`config.mk`:
```
export PLATFORM = sky130hd
export DESIGN_NAME = tlb_unit
export DESIGN_NICKNAME = d
export VERILOG_FILES = /design/src/rtl/tlb_unit.sv
export SDC_FILE = /design/constraint.sdc
export NUM_CORES = 1
export LEC_CHECK = 0
export CAP_MARGIN = 20
export CORE_ASPECT_RATIO = 0.5
export CORE_MARGIN = 4
export CORE_UTILIZATION = 50
export CTS_CLUSTER_DIAMETER = 80
export DETAILED_ROUTE_END_ITERATION = 16
export DONT_BUFFER_PORTS = 1
export HOLD_SLACK_MARGIN = 0.02
export SLEW_MARGIN = 40
export SYNTH_ARGS = -nofsm -noshare
export SYNTH_HDL_FRONTEND = slang
export SYNTH_SLANG_ARGS = --single-unit
```
`constraint.sdc`:
```
create_clock -name clk -period 10.2 [get_ports clk]
set_input_delay 3.06 -clock clk [delete_from_list [all_inputs] [get_ports clk]]
set_output_delay 3.06 -clock clk [all_outputs]
set_load 0.01 [all_outputs]
```
`src/rtl/tlb_unit.sv`:
```
// tlb_unit: fully-associative TLB with round-robin replacement and fault capture.
// Lookup is combinational against the registered entry state. Writes become visible
// to lookups on the following cycle. A miss on a translated access captures the
// first fault VA, together with a PA hint of VA + PA_HINT_OFS.
// Optional feature macro: TLB_PERF_CNT_EN adds the saturating hit_count and
// miss_count outputs.
module tlb_unit #(
    parameter int          ENTRIES     = 4,
    parameter int          PAGE_BITS   = 12,
    parameter logic [31:0] PA_HINT_OFS = 32'h00001000
) (
    input  logic        clk,
    input  logic        reset,
    input  logic        vm_enable,
    input  logic        lookup_valid,
    input  logic [31:0] lookup_va,
    output logic [31:0] lookup_pa,
    output logic        hit,
    output logic        miss,
    input  logic        wr_en,
    input  logic [31:0] wr_va,
    input  logic [31:0] wr_pa,
    input  logic        flush,
    input  logic        fault_clear,
    output logic        fault_pending,
    output logic [31:0] fault_va,
    output logic [31:0] fault_pa_hint
`ifdef TLB_PERF_CNT_EN
    ,
    output logic [31:0] hit_count,
    output logic [31:0] miss_count
`endif
);

    localparam int VPN_W = 32 - PAGE_BITS;
    localparam int IDX_W = $clog2(ENTRIES);

    // Entry state: valid bits are control and are reset; vpn/ppn are data and are not.
    logic [ENTRIES-1:0] valid_q, valid_d;
    logic [VPN_W-1:0]   vpn_q [ENTRIES];
    logic [VPN_W-1:0]   vpn_d [ENTRIES];
    logic [VPN_W-1:0]   ppn_q [ENTRIES];
    logic [VPN_W-1:0]   ppn_d [ENTRIES];
    logic [IDX_W-1:0]   rr_ptr_q, rr_ptr_d;

    logic               fault_pending_q, fault_pending_d;
    logic [31:0]        fault_va_q, fault_va_d;
    logic [31:0]        fault_pa_hint_q, fault_pa_hint_d;

    logic [VPN_W-1:0]   lk_vpn;
    logic               lk_match;
    logic [VPN_W-1:0]   lk_ppn;

    logic [VPN_W-1:0]   wr_vpn;
    logic [VPN_W-1:0]   wr_ppn;
    logic               wr_hit;
    logic [IDX_W-1:0]   wr_hit_idx;
    logic               free_any;
    logic [IDX_W-1:0]   free_idx;
    logic [IDX_W-1:0]   wr_idx;
    logic               wr_do;
    logic               fault_capture;

    // Only the page-number fields of the write addresses are used.
    logic               unused_lo;
    assign unused_lo = ^{wr_va[PAGE_BITS-1:0], wr_pa[PAGE_BITS-1:0]};

    assign lk_vpn = lookup_va[31:PAGE_BITS];
    assign wr_vpn = wr_va[31:PAGE_BITS];
    assign wr_ppn = wr_pa[31:PAGE_BITS];
    assign wr_do  = wr_en && !flush;

    // Associative search of the lookup VPN. The write policy keeps matches unique.
    always_comb begin
        lk_match = 1'b0;
        lk_ppn   = '0;
        for (int i = 0; i < ENTRIES; i++) begin
            if (valid_q[i] && (vpn_q[i] == lk_vpn)) begin
                lk_match = 1'b1;
                lk_ppn   = ppn_q[i];
            end
        end
    end

    // Lookup outputs: identity in bypass mode, translated or miss otherwise.
    always_comb begin
        hit       = 1'b0;
        miss      = 1'b0;
        lookup_pa = '0;
        if (lookup_valid) begin
            if (!vm_enable) begin
                hit       = 1'b1;
                lookup_pa = lookup_va;
            end else if (lk_match) begin
                hit       = 1'b1;
                lookup_pa = {lk_ppn, lookup_va[PAGE_BITS-1:0]};
            end else begin
                miss      = 1'b1;
            end
        end
    end

    // Write target selection. The descending scan leaves the lowest free index.
    always_comb begin
        wr_hit     = 1'b0;
        wr_hit_idx = '0;
        free_any   = 1'b0;
        free_idx   = '0;
        for (int i = ENTRIES - 1; i >= 0; i--) begin
            if (valid_q[i] && (vpn_q[i] == wr_vpn)) begin
                wr_hit     = 1'b1;
                wr_hit_idx = IDX_W'(i);
            end
            if (!valid_q[i]) begin
                free_any = 1'b1;
                free_idx = IDX_W'(i);
            end
        end
        if (wr_hit) begin
            wr_idx = wr_hit_idx;
        end else if (free_any) begin
            wr_idx = free_idx;
        end else begin
            wr_idx = rr_ptr_q;
        end
    end

    // Next valid bits and replacement pointer. Flush overrides any same-cycle write.
    always_comb begin
        valid_d  = valid_q;
        rr_ptr_d = rr_ptr_q;
        if (flush) begin
            valid_d  = '0;
            rr_ptr_d = '0;
        end else if (wr_en) begin
            valid_d[wr_idx] = 1'b1;
            if (!wr_hit && !free_any) begin
                rr_ptr_d = rr_ptr_q + IDX_W'(1);
            end
        end
    end

    // Next entry tags and frame numbers.
    always_comb begin
        vpn_d = vpn_q;
        ppn_d = ppn_q;
        if (wr_do) begin
            vpn_d[wr_idx] = wr_vpn;
            ppn_d[wr_idx] = wr_ppn;
        end
    end

    // Fault capture. A same-cycle clear wins, so that miss is not recorded.
    always_comb begin
        fault_capture   = miss && !fault_pending_q && !fault_clear;
        fault_pending_d = fault_pending_q;
        fault_va_d      = fault_va_q;
        fault_pa_hint_d = fault_pa_hint_q;
        if (fault_clear) begin
            fault_pending_d = 1'b0;
        end else if (fault_capture) begin
            fault_pending_d = 1'b1;
        end
        if (fault_capture) begin
            fault_va_d      = lookup_va;
            fault_pa_hint_d = lookup_va + PA_HINT_OFS;
        end
    end

`ifdef TLB_PERF_CNT_EN
    logic [31:0] hit_count_q, hit_count_d;
    logic [31:0] miss_count_q, miss_count_d;

    function automatic logic [31:0] sat_inc(input logic [31:0] v);
        return (v == 32'hFFFFFFFF) ? v : v + 32'd1;
    endfunction

    // Performance counters count translated lookups only. They are not affected by flush.
    always_comb begin
        hit_count_d  = hit_count_q;
        miss_count_d = miss_count_q;
        if (vm_enable && lookup_valid) begin
            if (hit) begin
                hit_count_d = sat_inc(hit_count_q);
            end else begin
                miss_count_d = sat_inc(miss_count_q);
            end
        end
    end

    // Counter registers.
    always_ff @(posedge clk) begin
        if (!reset) begin
            hit_count_q  <= '0;
            miss_count_q <= '0;
        end else begin
            hit_count_q  <= hit_count_d;
            miss_count_q <= miss_count_d;
        end
    end

    assign hit_count  = hit_count_q;
    assign miss_count = miss_count_q;
`endif

    // Control and fault registers with synchronous active-low reset.
    always_ff @(posedge clk) begin
        if (!reset) begin
            valid_q         <= '0;
            rr_ptr_q        <= '0;
            fault_pending_q <= 1'b0;
            fault_va_q      <= '0;
            fault_pa_hint_q <= '0;
        end else begin
            valid_q         <= valid_d;
            rr_ptr_q        <= rr_ptr_d;
            fault_pending_q <= fault_pending_d;
            fault_va_q      <= fault_va_d;
            fault_pa_hint_q <= fault_pa_hint_d;
        end
    end

    // Entry data registers. They need no reset because valid_q gates every use.
    always_ff @(posedge clk) begin
        vpn_q <= vpn_d;
        ppn_q <= ppn_d;
    end

    assign fault_pending = fault_pending_q;
    assign fault_va      = fault_va_q;
    assign fault_pa_hint = fault_pa_hint_q;

endmodule
```
# Word level (Yosys, flattened, before mapping)
# Cells that the tools add are included.
[totals] regBits=231 latchBits=0 ramBits=0 mem_bits_ro=0 elab_cells=93 mem_count=0
[classes] addsub=2 n_mul=0 div=0 n_lt_le_gt_ge=4 eq_ne=8 shifts=0 n_mux=41 n_bitwise=3 n_reduce_logical=22
[op_table] op="$bwmux W80" n=2
[op_table] op="$eq A20 B20 Y1" n=8
[op_table] op="$mux W20" n=5
[op_table] op="$mux W32" n=3
[op_table] op="$demux W20 S2" n=1
[op_table] op="$add A32 B13 Y32 const B" n=1
[op_table] op="$mux W2" n=10
[op_table] op="$mux W1" n=19
[op_table] op="$logic_and A1 B1 Y1" n=14
[op_table] op="$logic_not A1 Y1" n=5
[op_table] op="$or A4 B4 Y4" n=1
[op_table] op="$reduce_or A2 Y1" n=2
[op_table] op="$ge A3 B3 Y1 const B" n=1
[op_table] op="$lt A2 B3 Y1 const B" n=1
[op_table] op="$lt A3 B1 Y1 const B" n=1
[op_table] op="$not A2 Y3" n=1
[op_table] op="$add A2 B1 Y2 const B" n=1
[op_table] op="$demux W1 S2" n=1
[op_table] op="$ge A2 B1 Y1 const B" n=1
[op_table] op="$reduce_and A2 Y1" n=1
[op_table] op="$not A1 Y1" n=1

# Longest topological paths before layout
[depth] word_depth=13 ltp_mapped=10 depth_no_buf=8

# Least setup slack after synthesis
# Ideal clock, no wire load.
[synth_timing] path_type="input to register" start="input port wr_va[30]" end="register ppn_q[0] in the netlist's numbering (enable)" setup_ps=553 t_arrival_ps=8578 required_time_ps=9647 path_slack_ps=1069 path_stages=8 n_path_buf=1 path_cell_list="clkbuf_1 > xnor2_1 > nand4_1 > nor4_1 > and4_1 > nor2_1 > o21ai_1 > nor4b_1"
[synth_rtl] element="start, declared" line="21" source="input logic [31:0] wr_va,"
[synth_rtl] element="end signal, assigned" line="226" source="ppn_q <= ppn_d;"
[synth_rtl] element="end, declared" line="42" source="logic [VPN_W-1:0] ppn_q [ENTRIES];"

# Worst setup path in the final report
[layout_timing] start="input port lookup_va[23]" end="output port lookup_pa[20]"
[layout_via] elab_chain_cells=9 word_cells_on_any_way=19
[layout_lines] element="start, declared" line="16" source="input logic [31:0] lookup_va,"
[layout_lines] element="$eq A20 B20 Y1" line="78" source="if (valid_q[i] && (vpn_q[i] == lk_vpn)) begin"
[layout_lines] element="$logic_and A1 B1 Y1" line="78"
[layout_lines] element="$mux W20 or $mux W1 (tied branches) (4 in series)" line="78"
[layout_lines] element="$mux W32 (*)" line="94" source="end else if (lk_match) begin"
[layout_lines] element="$mux W32 (*)" line="91" source="if (!vm_enable) begin"
[layout_lines] element="$mux W32 (*)" line="90" source="if (lookup_valid) begin"
[layout_lines] element="end, declared" line="17" source="output logic [31:0] lookup_pa,"
# Every way passes the cells marked *; elsewhere a longest branch is shown, timed or not.

==> run summary <==
========================================================================================================
Result of the run                                                                           finished, final reports clean
Maximum number of pins on one net before global-route repair                                         104
Static Leakage                                                                                0.00382 µW
Met3 capacity usage during global routing                                                          8.13%
Nets                                                                                                 956
Initial cell density of the core                                                                   51.6%
Data required time at the worst endpoint                                                         7.14 ns
Number of setup violations in the final report                                                         0
Hold-fix buffer count after cts                                                                        0
Worst Setup Slack post-DPL                                                                       1.59 ns
Count of synthesis-stage warnings from yosys                                                           0
Critical Path End Type                                                                       output port
Hold Crit Depth                                                                                        2
Most frequent cell after synthesis                                                              edfxtp_1
Fraction of met1 tracks used by global routing                                                     32.9%
Count of instances resized after the clock tree is built                                               0
Summed area of non-filler cells in the final layout                                            11400 µm²
Worst clock skew                                                                               0.0204 ns
Startpoint of the worst register-to-register path                                               vpn_q[4]
Number of antenna-violating nets in the routed design                                                  0
Total nets after synthesis                                                                           989
I/O pin cnt                                                                                          202
Type of element launching the critical path                                                   input port
Final max-slew violation count                                                                         0
Post-CTS clock slew at the launch and capture registers of the worst setup and hold paths        0.06 ns
HP Class                                                                                    flop to flop
Worst-path cell with the longest stage delay                                                     o31ai_1
Register area share after synthesis                                                                55.8%
Endpoint of the worst hold path                                                              rr_ptr_q[1]
Vias per cell                                                                                       5.84
Post-route fraction of the period consumed by the critical path                                    84.1%
Port Buf Inserts                                                                                       0
Timing startpoint of the critical path                                                      lookup_va[23]
Core footprint                                                                                 20800 µm²
Height of the die                                                                                 112 µm
Placed wire-length estimate                                                                      19.8 mm
Final worst setup slack                                                                          1.62 ns
Cell breakdown of the critical path                                                         xnor2_1 > nand4_1 > nor4_1 > nand4_1 > buf_4 > o2111ai_4 > nand2_4 > o31ai_1
Share of async-settable or async-resettable flops after synthesis                                     0%
Starting DRC count in detailed routing                                                               599
Routed Wire Length                                                                               28.7 mm
RSZ-0062 raised after global routing                                                                  no
Overall overflow remaining after global route                                                          0
Dominant cell type by count on the critical path                                                 nand4_1
Weighted congestion reported at the end of routability-driven placement                            0.843
FMAX                                                                                           0.117 GHz
Relative max-transition margin                                                                     46.6%
Mean post-synth cell area                                                                       12.1 µm²
Register bit count reported by yosys                                                                 219
Cell area after placement                                                                      10700 µm²
Die Span X                                                                                        215 µm
Commonest cells post-synth                                                                  edfxtp_1, nand2_1, xnor2_1, dfxtp_1, xor2_1
DRT Pass-1 Iters                                                                                       5
Largest voltage drop on the vdd net                                                          0.0000931 V
Crit path arrival time                                                                           5.52 ns
Final hold viol count                                                                                  0
Min Clock Period, post-route                                                                     8.58 ns
Area enclosed by the die boundary                                                              24000 µm²
Layer with the highest usage                                                                        met2
Setup repair bufs after CTS                                                                            0
Via count of the first global-routing pass                                                          6561
Clock insertion delay at the later pin of the skew report                                        0.52 ns
Average routed wire per standard cell                                                            25.2 µm
Post-synthesis cell count                                                                            885
GR Layer Usage met2                                                                                36.3%
Total track usage                                                                                  23.4%
Setup slack, reg-to-reg                                                                          6.99 ns
Cts bufs inserted                                                                                     21
Origin of the worst min-delay path                                                           rr_ptr_q[1]
DRC violation count after routing                                                                      0
Power Total                                                                                      1910 µW
Cell type with the highest aggregate area in the netlist                                        edfxtp_1
Deepest clock path buffer count                                                                        3
Share of Yosys cell area claimed by the top area cell type                                         44.8%
End of the worst register-to-register path                                                     vpn_q[12]
Total inserted antenna cells                                                                           0
Number of enable-type register cells in the synthesized netlist                                      160
Buffer cell driving the clock tree root                                                        clkbuf_16
FF-to-FF path depth                                                                                    8
Util after Layout                                                                                  54.9%
Setup TNS after final layout                                                                        0 ns
Total vias in the final route                                                                       6649
Layout cell share with drive strength beyond 1                                                     9.24%
Number of library cell types mapped by synthesis                                                      54
Cell area power density                                                                       167 nW/µm²
Top cells by area, synth                                                                    edfxtp_1, dfxtp_1, xnor2_1
Number of antenna violations at the first check in global routing                                      0
CTS tree                                                                                            done
# rows                                                                                                37
Critical setup path kind                                                                    input port to output port
Mapped cell area                                                                               10700 µm²
Worst Max-Slew Pin Slew                                                                         0.801 ns
Number of max-cap violations                                                                           0
First-pass GRT wire length                                                                       42.7 mm
Area growth from synthesis to layout                                                               6.54%
Crit-path max cell delay                                                                         0.66 ns
CTS HTree Levels                                                                                       1
Most used DFF post-synth                                                                        edfxtp_1
Total clock sinks                                                                                    219
Crit Path Max Fanout                                                                                  20
========================================================================================================
## critical path: cells and delay by family
kind                   cells  cell delay (ns)
AO/OA/AOI/OAI              2             0.92
XOR/XNOR                   1             0.28
buffers and inverters      1             0.26
AND/OR/NAND/NOR            4             0.97
## worst max-delay path by stage
stage | cells past startpoint | endpoint | slack [ns]
after floorplan | 8 | ppn_q[0] | 1.07
after global placement | 7 | lookup_pa[17] | 1.24
after detailed placement | 8 | lookup_pa[17] | 1.59
after CTS | 8 | lookup_pa[17] | 1.58
after global routing | 8 | lookup_pa[20] | 1.38
final | 8 | lookup_pa[20] | 1.62
## cells by family (layout without fill, tap and decap cells)
group                      after synthesis  count (layout)  synth area share [%]
and+or+nand+nor                        278             278                  13.1
DFF                                    219             219                  55.8
buffers and inverters                   80              61                  4.89
muxes                                   50              50                  4.67
adders and majority gates                1               1                 0.117
xor gates and xnor gates               178             178                  14.6
AOI/OAI and AO/OA                       79              79                  6.77
## flip-flops by register name, summed over array words and instances (netlist names)
register	flops
vpn_q	80
fault_pending	1
valid_q	4
ppn_q	80
fault_pa_hint	20
fault_va	32
rr_ptr_q	2
## layout make-up
cell class | instances | area, µm²
fillers | 1754 | 9370
flip-flops and latches | 219 | 5990
multi-input cells | 586 | 4230
clock buffers | 28 | 593
well taps | 273 | 342
clock inverters | 9 | 120
repair buffers | 11 | 97.6
inverters | 13 | 48.8
## power breakdown
group          internal (µW)  switching (µW)  leakage, µW
Combinational           44.4            47.5      0.00153
Clock                    485             343     0.000350
Sequential               974            17.2      0.00193
Total                   1500             407      0.00382
## metal layers
metal  routed length (µm)  vias up
met2                12800      241
li1                     -     3064
met5                    0        -
met4                  400        0
met1                12700     3319
met3                 2690       25
## placed cells by master, fill, tap and decap left out, drive strengths merged, types with 2 or more instances in the layout
master  instances
clkbuf         28
a21o           18
nor4b           2
and4            5
a21boi          3
nor3            9
and2           15
or4             2
xnor2         123
clkinv          5
nand3          19
o21ai           5
o21a            3
mux2i          50
inv            14
dfxtp          59
or3             2
nand2b          4
nand2         134
nor2           29
bufinv          3
xor2           55
o31ai          21
buf            11
edfxtp        160
o211a           2
a221oi         18
nand4          31
a31oi           3
nor4           19
nor3b           2
and3            2
## per-stage QoR
stage / hold slack, ns / std cells
after CTS: 0.503 / 1139
after global routing: 0.537 / 1139
final: 0.499 / 1139
after global placement: 0.485 / 1098
after floorplan: 0.461 / 885
after detailed placement: 0.498 / 1102
Note: power is estimated with default switching activity, not from simulation.
